[config.mk]
export PLATFORM = sky130hd
export DESIGN_NAME = ast_edn_stub_multi_flat
export DESIGN_NICKNAME = d
export VERILOG_FILES = /design/src/rtl/ast_edn_stub_multi_if.sv /design/src/rtl/ast_edn_stub_multi.sv /design/src/flat_wrapper.sv
export SDC_FILE = /design/constraint.sdc
export NUM_CORES = 1
export LEC_CHECK = 0
export BUFFER_PORTS_ARGS = -buffer_cell sky130_fd_sc_hd__buf_2
export CORE_MARGIN = 2
export CORE_UTILIZATION = 40
export CTS_CLUSTER_DIAMETER = 50
export CTS_CLUSTER_SIZE = 10
export DETAILED_ROUTE_END_ITERATION = 10
export PLACE_DENSITY = 0.6
export SYNTH_ARGS = -nofsm -noshare
export SYNTH_HDL_FRONTEND = slang
export SYNTH_SLANG_ARGS = --single-unit
[constraint.sdc]
create_clock -name clk_i -period 2.4 [get_ports clk_i]
set_input_delay 0.36 -clock clk_i [delete_from_list [all_inputs] [get_ports clk_i]]
set_output_delay 0.36 -clock clk_i [all_outputs]
set_load 0.005 [all_outputs]
[src/rtl/ast_edn_stub_multi_if.sv]
// EDN request/response bundle between the top's EDN requesters (master) and the AST EDN stub (slave).
interface ast_edn_stub_multi_if #(
  parameter int NumCh = 2,
  parameter int BusW  = 32
);
  logic [NumCh-1:0]      req;
  logic [NumCh-1:0]      ack;
  logic [NumCh-1:0]      fips;
  logic [NumCh*BusW-1:0] bus;

  modport master (output req, input ack, fips, bus);
  modport slave  (input req, output ack, fips, bus);
endinterface

[src/rtl/ast_edn_stub_multi.sv]
// Round-robin EDN entropy stub: ack AckLatency+1 cycles after a grant; requests held until ack, dropped req aborts.
// Optional AST_EDN_STUB_ERR_INJ_EN adds err_inj_i to corrupt the fips flag and entropy word of an ack.
module ast_edn_stub_multi #(
  parameter int          NumCh      = 2,
  parameter int          BusW       = 32,
  parameter int          AckLatency = 4,
  parameter logic [31:0] LfsrSeed   = 32'h0000_0001,
  parameter logic        FipsVal    = 1'b1,
  parameter logic [15:0] CntInit    = 16'h0000
) (
  input  logic                       clk_i,
  input  logic                       rst_i,
  input  logic                       enable_i,
`ifdef AST_EDN_STUB_ERR_INJ_EN
  input  logic                       err_inj_i,
`endif
  ast_edn_stub_multi_if.slave        edn,
  output logic                       busy_o,
  output logic [15:0]                served_cnt_o
);

  localparam int              PtrW    = (NumCh > 1) ? $clog2(NumCh) : 1;
  localparam logic [31:0]     SeedEff = (LfsrSeed == 32'h0) ? 32'h1 : LfsrSeed;
  localparam logic [PtrW-1:0] LastCh  = PtrW'(NumCh - 1);
  localparam logic [PtrW:0]   NumChW  = (PtrW + 1)'(NumCh);

  typedef enum logic [1:0] {IDLE, WAIT, ACK} state_e;

  state_e                state_q;
  logic [7:0]            cnt_q;
  logic [PtrW-1:0]       rr_ptr_q;
  logic [PtrW-1:0]       gnt_q;
  logic [31:0]           lfsr_q;
  logic [15:0]           served_q;
  logic [NumCh-1:0]      ack_q;
  logic [NumCh-1:0]      fips_q;
  logic [NumCh*BusW-1:0] bus_q;
  logic                  busy_q;

  logic [2*NumCh-1:0]    req_dbl;
  logic [NumCh-1:0]      req_rot;
  logic [PtrW-1:0]       off;
  logic [PtrW:0]         gnt_sum;
  logic [PtrW-1:0]       gnt_idx_d;
  logic                  gnt_vld_d;
  logic [PtrW-1:0]       ack_ch_d;
  logic [31:0]           lfsr_d;
  logic [31:0]           word_d;
  logic                  fips_bit_d;
  logic [NumCh-1:0]      ack_vec_d;
  logic [NumCh-1:0]      fips_vec_d;
  logic [NumCh*BusW-1:0] bus_vec_d;

  // Rotate requests so bit 0 is the channel at rr_ptr, then pick the lowest set offset.
  assign req_dbl = {edn.req, edn.req};
  assign req_rot = NumCh'(req_dbl >> rr_ptr_q);

  always_comb begin
    gnt_vld_d = 1'b0;
    off       = '0;
    for (int i = NumCh - 1; i >= 0; i--) begin
      if (req_rot[i]) begin
        gnt_vld_d = 1'b1;
        off       = PtrW'(i);
      end
    end
    gnt_sum = {1'b0, rr_ptr_q} + {1'b0, off};
    if (gnt_sum >= NumChW) gnt_sum = gnt_sum - NumChW;
    gnt_idx_d = gnt_sum[PtrW-1:0];
  end

  assign lfsr_d   = (lfsr_q >> 1) ^ (lfsr_q[0] ? 32'h8020_0003 : 32'h0);
  assign ack_ch_d = (state_q == IDLE) ? gnt_idx_d : gnt_q;

  always_comb begin
    word_d     = lfsr_q;
    fips_bit_d = FipsVal;
`ifdef AST_EDN_STUB_ERR_INJ_EN
    if (err_inj_i) begin
      word_d     = ~lfsr_q;
      fips_bit_d = 1'b0;
    end
`endif
  end

  always_comb begin
    ack_vec_d  = '0;
    fips_vec_d = '0;
    bus_vec_d  = '0;
    for (int c = 0; c < NumCh; c++) begin
      if (PtrW'(c) == ack_ch_d) begin
        ack_vec_d[c]               = 1'b1;
        fips_vec_d[c]              = fips_bit_d;
        bus_vec_d[c*BusW +: BusW]  = BusW'(word_d);
      end
    end
  end

  always_ff @(posedge clk_i) begin
    if (rst_i) begin
      state_q  <= IDLE;
      cnt_q    <= '0;
      rr_ptr_q <= '0;
      gnt_q    <= '0;
      lfsr_q   <= SeedEff;
      served_q <= CntInit;
      ack_q    <= '0;
      fips_q   <= '0;
      bus_q    <= '0;
      busy_q   <= 1'b0;
    end else begin
      ack_q  <= '0;
      fips_q <= '0;
      bus_q  <= '0;
      unique case (state_q)
        IDLE: begin
          if (enable_i && gnt_vld_d) begin
            gnt_q  <= gnt_idx_d;
            busy_q <= 1'b1;
            if (AckLatency == 0) begin
              state_q <= ACK;
              ack_q   <= ack_vec_d;
              fips_q  <= fips_vec_d;
              bus_q   <= bus_vec_d;
            end else begin
              state_q <= WAIT;
              cnt_q   <= 8'(AckLatency - 1);
            end
          end
        end
        WAIT: begin
          if (!edn.req[gnt_q] || !enable_i) begin
            state_q <= IDLE;
            busy_q  <= 1'b0;
          end else if (cnt_q == 8'd0) begin
            state_q <= ACK;
            ack_q   <= ack_vec_d;
            fips_q  <= fips_vec_d;
            bus_q   <= bus_vec_d;
          end else begin
            cnt_q <= cnt_q - 8'd1;
          end
        end
        ACK: begin
          state_q  <= IDLE;
          busy_q   <= 1'b0;
          lfsr_q   <= lfsr_d;
          rr_ptr_q <= (gnt_q == LastCh) ? '0 : gnt_q + 1'b1;
          if (served_q != 16'hFFFF) served_q <= served_q + 16'd1;
        end
        default: begin
          state_q <= IDLE;
          busy_q  <= 1'b0;
        end
      endcase
    end
  end

  assign edn.ack      = ack_q;
  assign edn.fips     = fips_q;
  assign edn.bus      = bus_q;
  assign busy_o       = busy_q;
  assign served_cnt_o = served_q;

endmodule

[src/flat_wrapper.sv]
// flat-port wrapper written by rule: the top's interface ports become plain ports
module ast_edn_stub_multi_flat 
#(
  parameter int          NumCh      = 2,
  parameter int          BusW       = 32,
  parameter int          AckLatency = 4,
  parameter logic [31:0] LfsrSeed   = 32'h0000_0001,
  parameter logic        FipsVal    = 1'b1,
  parameter logic [15:0] CntInit    = 16'h0000
)
  (clk_i, rst_i, enable_i, busy_o, served_cnt_o, edn_req, edn_ack, edn_fips, edn_bus);
  ast_edn_stub_multi_if #(.NumCh(NumCh), .BusW(BusW)) edn_i ();
  input  logic clk_i;
  input  logic rst_i;
  input  logic enable_i;
  output logic busy_o;
  output logic [15:0] served_cnt_o;
  input wire logic [$bits(edn_i.req)-1:0] edn_req;
  output wire logic [$bits(edn_i.ack)-1:0] edn_ack;
  output wire logic [$bits(edn_i.fips)-1:0] edn_fips;
  output wire logic [$bits(edn_i.bus)-1:0] edn_bus;
  assign edn_i.req = edn_req;
  assign edn_ack = edn_i.ack;
  assign edn_fips = edn_i.fips;
  assign edn_bus = edn_i.bus;
  ast_edn_stub_multi #(.NumCh(NumCh), .BusW(BusW), .AckLatency(AckLatency), .LfsrSeed(LfsrSeed), .FipsVal(FipsVal), .CntInit(CntInit)) u_core (.clk_i(clk_i), .rst_i(rst_i), .enable_i(enable_i), .edn(edn_i), .busy_o(busy_o), .served_cnt_o(served_cnt_o));
endmodule
======== After elaboration in Yosys (flattened, before gate mapping) ========
Index checks and enable logic that the tools add are counted.
word-level totals
  latch bits .............................. 0
  register bits ........................... 127
  word-level logic and storage cells ...... 67
  memory bits (writable) .................. 0
  memories ................................ 0
  bits of input ports ..................... 5
  memory bits (read-only) ................. 0
  output and inout port bits .............. 85
operators by class
  add/subtract/negate cells ............... 5
  multiplexer cells ....................... 22
  $mul .................................... 0
  div/mod/pow operators ................... 0
  magnitude comparators ................... 2
  reduce and logical (&&, ||, !) cells .... 15
  bitwise operators ....................... 4
  equality and inequality tests ........... 8
  shifts and indexed selects .............. 1
operators with widths
  cell                   number
  $mux 32                1
  $xor 31x32->32         1
  $mux 8                 3
  $add 16x1->16 const B  1
  $ne 16x16->1 const B   1
  $pmux 8 s2             1
  $mux 1                 12
  $reduce_or 5->1        2
  $logic_not 8->1        1
  $reduce_and 2->1       4
  $sub 8x1->8 const B    1
  $mux 2                 3
  $ne 2x2->1 const B     3
  $pmux 2 s2             1
  $reduce_and 4->1       1
  $reduce_or 4->1        1
  $shr 4x1->2            1
  $ne 3x1->1 const B     1
  $not 1->1              3
  $add 1x1->2            1
  $eq 2x1->1 const B     1
  $eq 2x2->1 const B     1
  $ge 2x2->1 const B     1
  $logic_not 1->1        2
  other kinds (9)        9

======== Longest topological paths before layout ========
Gate-level depths: netlist of the first run.
  depth after elaboration ................. 9
  depth in mapped cells ................... 6
  mapped depth without buffers ............ 5

======== Worst setup path before layout of the first run ========
Ideal clock, no wire load.
  path type ............................... reg2reg
  start point ............................. reg u_core.served_q[3] (netlist: u_core.served_cnt_o[3])
  end point ............................... reg u_core.served_q[15] (netlist: u_core.served_cnt_o[15])
  slack ................................... 0.515 ns
  arrival time ............................ 1.764 ns
  stages on the path, launching flop included .. 6
  required time ........................... 2.279 ns
  path buffers ............................ 1
  period minus slack after synthesis ...... 1.885 ns
  setup time .............................. 0.121 ns
  path through ............................ dfxtp_1 > nand3_1 > or4_1 > clkbuf_1 > nor4_1 > mux2_2
between the ends
  cells in the longest elaborated chain, start to end .. 2
  elaborated cells between the ends (all ways) .. 3
  those cells by class .................... 1 x add/sub; 1 x eq/ne; 1 x reduce/logical
ends and longest elaborated chain
  what                                                                   RTL line                   text
  from (decl)                                                            ast_edn_stub_multi.sv:34   logic [15:0] served_q;
  from (signal assigned)                                                 ast_edn_stub_multi.sv:106  served_q <= CntInit;
  from (signal assigned)                                                 ast_edn_stub_multi.sv:149  if (served_q != 16'hFFFF) served_q <= served_q + 16'd1;
  parallel branches: the longest is 2 deep, another holds $add 16x1->16  --
Several ways; the timed one is not identified.
A chain may end at the register's enable or synchronous reset.

======== Final worst setup path of the first run ========
Ends and elaborated chain as after synthesis.

==> impl_metrics.json, run 1 <==
{
  "status": "completed",
  "dr.pass1.iters": 5,
  "area_growth_syn_to_layout_pct": 26.0,
  "drtIter0Drc": 141,
  "die_h_um": 109,
  "grt-ovfl-total": 0,
  "drv_cap": 0,
  "finalNetCount": 560,
  "rows": 38,
  "ctsResizeCount": 0,
  "grt_pass1_wl_um": 14500,
  "cts_tree": "yes",
  "drive_above_1_share_pct": 24.8,
  "synth_most_common_cell": "dfxtp_1",
  "ios": 90,
  "p_leak_nw": 2.35,
  "io_buffers": 89,
  "synth_edf_count": 0,
  "start_util_pct": 41.0,
  "crit_type": "reg -> reg",
  "tightest_slew_ns": 0.713,
  "synth_cell_type_count": 40,
  "synth_area_leaders": "dfxtp_1 57%, and2_1 9.2%, nand2_1 5.9%",
  "ys_warn_count": 0,
  "clk_latency_ns": 0.52,
  "final_cells": 705,
  "fillers": 1025,
  "synthesis.area_um2": 4420,
  "rsz0062_at_grt": "false",
  "hold_violations": 0,
  "synth_area_leader_cell": "dfxtp_1",
  "multi_input_area_um2": 1770,
  "start_kind": "register",
  "post_drt_via_cell_ratio": 4.91,
  "ir_drop_uv": 455,
  "wl_per_cell_um": 12.7,
  "drt-total-wl_um": 8980,
  "track_usage_pct": 15.7,
  "ff_latch_area_um2": 2540,
  "syn_avg_cell_area_um2": 9.55,
  "dp.cells": 673,
  "ys_seq_area_share_pct": 57.5,
  "fin_crit_sh_pct": 84.7,
  "critPathSlowestCell": "or4_1",
  "die_x_um": 109,
  "cts_root_buf": "clkbuf_8",
  "crit_chain": "nand3_1 -> or4_1 -> nor4_1 -> mux2_2",
  "antenna_found_initial": 0,
  "die_area_um2": 11900,
  "n_antenna_cell": 0,
  "core_area_um2": 10800,
  "fin_crit_ns": 2.03,
  "drc": 0,
  "syn_inst": 463,
  "arrival_ns": 2.44,
  "maxSlewHeadroom_pct": 52.1,
  "critPathMaxFanout": 7,
  "tns_ns": 0,
  "finClkSkew_ns": 0.00458,
  "cts_max_level": 4,
  "worst_hold_path_type": "in -> reg",
  "post_cts_buffers": 0,
  "synthArstFlopShare_pct": 0,
  "critPathMaxStageDelay_ns": 0.65,
  "clock_path_buffers": 2,
  "cts.sinks": 127,
  "clk_pin_slew_ns": 0.06,
  "setup_viol": 0,
  "grt_pass1_vias": 3182,
  "synth-seq-cells": 127,
  "end_kind": "register",
  "dp_hpwl_um": 5750,
  "dp_worst_setup_slack_ns": 0.338,
  "vias": 3465,
  "cts_buffers": 17,
  "required_ns": 2.81,
  "maxSlewViolCount": 0,
  "ant_nets": 0,
  "fin_ws_ns": 0.367,
  "synth_common_cells": "127 x dfxtp_1, 69 x nand2_1, 65 x and2_1, 45 x a21oi_1",
  "p_per_area_nw_per_um2": 829,
  "cts_hold_buf": 0,
  "fmax_mhz": 492,
  "synth_top_cell_area_share_pct": 57.5,
  "grt_max_degree": 38,
  "synth-main-ff-cell": "dfxtp_1",
  "place.gp.congestion": 0.777,
  "synth_fp_nets": 471
}
## stage by stage
stage	power (mW)	hold WS, ns	util, %	instance area, um^2
after floorplan	2.25	0.449	-	4420
after global placement	2.28	0.462	46.5	5020
after detailed placement	2.29	0.473	46.5	5020
after CTS	4.67	0.130	51.6	5570
after global routing	4.77	0.158	51.6	5570
final	4.62	0.149	51.6	5570
## critical path: cells and delay by family (launching register included)
family | cells | cell delay, ns
and+or+nand+nor | 3 | 1.12
DFF | 1 | 0.43
muxes | 1 | 0.37
## cell families after synthesis
family,share of synthesized area (%)
simple gates,26.4
compound gates,9.88
xor+xnor,0.594
flops,57.5
mux,1.73
fa+ha+maj,0.849
buf+inv,3.08
## routing by layer
metal | vias to the layer above | global-route usage [%] | part of all wire [%]
met2 | 91 | 25.5 | 47
met3 | 15 | 6.40 | 6.5
met1 | 1614 | 18.4 | 45
met5 | - | 0 | 0
met4 | 0 | 6.04 | 1.6
li1 | 1745 | - | -
## where the power goes
group          total, mW  leakage, nW  internal (mW)  switching (mW)
combinational      0.116         1.05         0.0370          0.0795
sequential          2.13         1.02           2.12         0.00653
clock               2.38        0.267           1.49           0.886
total               4.62         2.35           3.65           0.972
## layout by cell type, fill, tap and decap left out, types with 6 or more instances in the layout
master     instances
nor2b_1            7
or4_1              8
buf_4              9
a21oi_1           45
nand3_1            6
nand2_1           69
o21ai_0            9
dfxtp_1          127
or3_1              6
and2_1            65
buf_2             89
o31ai_1            6
nor2_1            18
clkbuf_16         16
## area by class of cell
type | instances | area share [%]
Clock inverter | 11 | 2.09
Timing Repair Buffer | 98 | 9.21
Clock buffer | 21 | 7.88
Sequential cell | 127 | 45.6
Tap cell | 140 | 3.14
Inverter | 5 | 0.337
Multi-Input combinational cell | 303 | 31.7
## flip-flops by register name (all words and copies together), names as in the netlist
register / flops
u_core.gnt_q: 1
u_core.cnt_q: 8
u_core.rr_ptr_q: 1
u_core.lfsr_q: 32
u_core.edn.ack: 2
u_core.served_cnt_o: 16
u_core.state_q: 2
u_core.edn.bus: 64
u_core.busy_o: 1
## final timing paths
path / from / end / slack (ns) / cells after the start
worst max-delay path: u_core.served_cnt_o[3]$_SDFFE_PP0P_ / u_core.served_cnt_o[15]$_SDFFE_PP0P_ / 0.37 / 4
worst min-delay path: edn_req[1] / u_core.gnt_q$_SDFFE_PP0P_ / 0.15 / 3
worst max register to register: u_core.served_cnt_o[3]$_SDFFE_PP0P_ / u_core.served_cnt_o[15]$_SDFFE_PP0P_ / 0.37 / 4
worst min register to register: u_core.lfsr_q[24]$_SDFFE_PP0P_ / u_core.lfsr_q[24]$_SDFFE_PP0P_ / 0.48 / 2
No activity file was read; power rests on OpenSTA's default activity.
==> run 2, diff against run 1 <==
Settings changed: ABC_AREA from default to 1.
Clock period 2.4 ns to 2.1 ns, I/O delays scaled along.
==> impl_metrics.json, run 2 <==
{
  "status": "completed",
  "start_kind": "register",
  "ios": 90,
  "place.gp.congestion": 0.877,
  "synthArstFlopShare_pct": 0,
  "hold_violations": 0,
  "clock_path_buffers": 2,
  "rsz0062_at_grt": "false",
  "n_antenna_cell": 0,
  "fin_crit_ns": 1.89,
  "synth_area_leaders": "dfxtp_1 55%, nand2_1 7.3%, nor2_1 6.9%",
  "crit_type": "reg -> reg",
  "die_h_um": 111,
  "grt_pass1_wl_um": 16100,
  "grt_max_degree": 41,
  "synth_most_common_cell": "dfxtp_1",
  "min_delay_path_depth": 4,
  "final_common_cell": "dfxtp_1",
  "finClkSkew_ns": 0.0107,
  "start_util_pct": 40.7,
  "clk_pin_slew_ns": 0.06,
  "cts_tree": "yes",
  "vias": 3745,
  "die_x_um": 111,
  "r2r_cells": 8,
  "track_usage_pct": 16.0,
  "synth_area_leader_cell": "dfxtp_1",
  "ys_warn_count": 0,
  "ir_drop_uv": 521,
  "synth_fp_nets": 564,
  "maxSlewHeadroom_pct": 63.2,
  "cts_root_buf": "clkbuf_16",
  "syn_avg_cell_area_um2": 8.29,
  "required_ns": 2.39,
  "syn_inst": 556,
  "dr.pass1.iters": 4,
  "grt_pass1_vias": 3514,
  "die_area_um2": 12400,
  "final_cells": 802,
  "area_growth_syn_to_layout_pct": 23.9,
  "p_leak_nw": 2.44,
  "drt-total-wl_um": 9690,
  "largest_reg_flops": 64,
  "wl_per_cell_um": 12.1,
  "worst_hold_path_type": "in -> reg",
  "drv_cap": 0,
  "synth_cell_type_count": 29,
  "dp_worst_setup_slack_ns": 0.144,
  "core_area_um2": 11300,
  "synth_top_cell_area_share_pct": 55.2,
  "p_per_area_nw_per_um2": 929,
  "drive_above_1_share_pct": 23.8,
  "ctsResizeCount": 0,
  "fillers": 1115,
  "dp_hpwl_um": 6650,
  "end_kind": "register",
  "tightest_slew_ns": 0.552,
  "post_cts_buffers": 0,
  "clk_latency_ns": 0.41,
  "layout_common_cells": "127 x dfxtp_1, 90 x nand2_1, 89 x buf_2, 84 x nor2_1, 60 x inv_1",
  "synth-main-ff-cell": "dfxtp_1",
  "tns_ns": 0,
  "drc": 0,
  "antenna_found_initial": 0,
  "setup_viol": 0,
  "hp-start": "rst_i",
  "grt-ovfl-total": 0,
  "synth_common_cells": "127 x dfxtp_1, 90 x nand2_1, 85 x nor2_1, 60 x inv_1, 54 x a21oi_1",
  "r2r-end": "u_core.served_cnt_o[14]$_SDFFE_PP0P_",
  "fmax_mhz": 529,
  "critPathMaxFanout": 17,
  "synth_edf_count": 0,
  "post_drt_via_cell_ratio": 4.67,
  "cts_max_level": 4,
  "maxSlewViolCount": 0,
  "arrival_ns": 2.18,
  "fin_crit_sh_pct": 90.1,
  "cts_buffers": 17,
  "timing.rr.start": "u_core.served_cnt_o[0]$_SDFFE_PP0P_",
  "finalNetCount": 655,
  "synthesis.area_um2": 4610,
  "rows": 39,
  "cts.sinks": 127,
  "ys_seq_area_share_pct": 55.2,
  "r2r_setup_slack_ns": 0.21,
  "fin_ws_ns": 0.208,
  "synth-seq-cells": 127,
  "ant_nets": 0,
  "worstHoldEndpoint": "u_core.edn.ack[0]$_SDFF_PP0_",
  "cts_hold_buf": 0,
  "drtIter0Drc": 143,
  "dp.cells": 771,
  "io_buffers": 89
}
[run 2: changes by cell type after synthesis, sizes merged, moves of 8 or more]
cell / delta
nor2: +91
and2: -65
inv: +58
o21ai: +33
nand2: +24
nand3: +10
a21oi: +9
clkbuf: -8
nor2b: -8
or4: -8
[run 2: kinds of logic (layout without fill, tap and decap cells)]
logic type | after synthesis | count (layout) | synth area share [%]
compound gates | 102 | 102 | 11.5
simple gates | 231 | 231 | 23.1
flops | 127 | 127 | 55.2
fa+ha+maj | 3 | 3 | 0.815
buf+inv | 86 | 189 | 8.01
xor+xnor | 7 | 7 | 1.33
[run 2: metrics by stage]
stage | hold slack [ns] | power [mW] | util (%) | area [um^2]
2_1_floorplan | 0.442 | 2.61 | - | 4610
3_3_place_gp | 0.451 | 2.65 | 45.5 | 5150
3_5_place_dp | 0.472 | 2.65 | 45.5 | 5150
4_1_cts | 0.220 | 5.35 | 50.4 | 5710
5_1_grt | 0.229 | 5.50 | 50.4 | 5710
6_report | 0.237 | 5.30 | 50.4 | 5710
[run 2: worst max-delay path, cell delays in order (launching register included)]
cell,delay (ns)
dfxtp_1,0.39
ha_1,0.33
nand3_2,0.18
nor3_4,0.20
nand2_2,0.16
nand2_4,0.21
inv_2,0.15
nand2_1,0.09
a21oi_1,0.06
[run 2: where the power goes]
group	switching (mW)	internal [mW]	total (mW)
clock	0.966	1.74	2.70
combinational	0.106	0.0536	0.160
sequential	0.0130	2.43	2.44
[run 2: cell type report]
type,instances,area (um^2),share of cell area (%)
clock buffer,25,495,8.68
clock inverter,6,57.6,1.01
timing repair buffer,95,490,8.59
sequential,127,2540,44.5
tap,143,179,3.13
multi-input combinational,343,1700,29.9
inverter,63,239,4.19
[run 2: how the worst max path moves through the flow]
stage                                              startpoint                              endpoint  slack, ns  cells past startpoint
after floorplan           u_core.served_cnt_o[0]$_SDFFE_PP0P_   u_core.served_cnt_o[8]$_SDFFE_PP0P_       0.49                      9
after global placement           u_core.cnt_q[0]$_SDFFE_PP0P_         u_core.edn.bus[19]$_SDFF_PP0_       0.21                     10
after detailed placement         u_core.cnt_q[0]$_SDFFE_PP0P_         u_core.edn.bus[19]$_SDFF_PP0_       0.14                     10
after CTS                        u_core.cnt_q[0]$_SDFFE_PP0P_         u_core.edn.bus[19]$_SDFF_PP0_       0.13                     10
after global routing      u_core.served_cnt_o[1]$_SDFFE_PP0P_   u_core.served_cnt_o[8]$_SDFFE_PP0P_       0.06                      8
final                     u_core.served_cnt_o[0]$_SDFFE_PP0P_  u_core.served_cnt_o[14]$_SDFFE_PP0P_       0.21                      8
[run 2: routing by layer]
layer / share of wire (%) / GRT usage, %
met5: 0 / 0
met4: 1.4 / 6.83
met3: 6.0 / 6.53
met2: 46 / 25.2
met1: 46 / 19.4
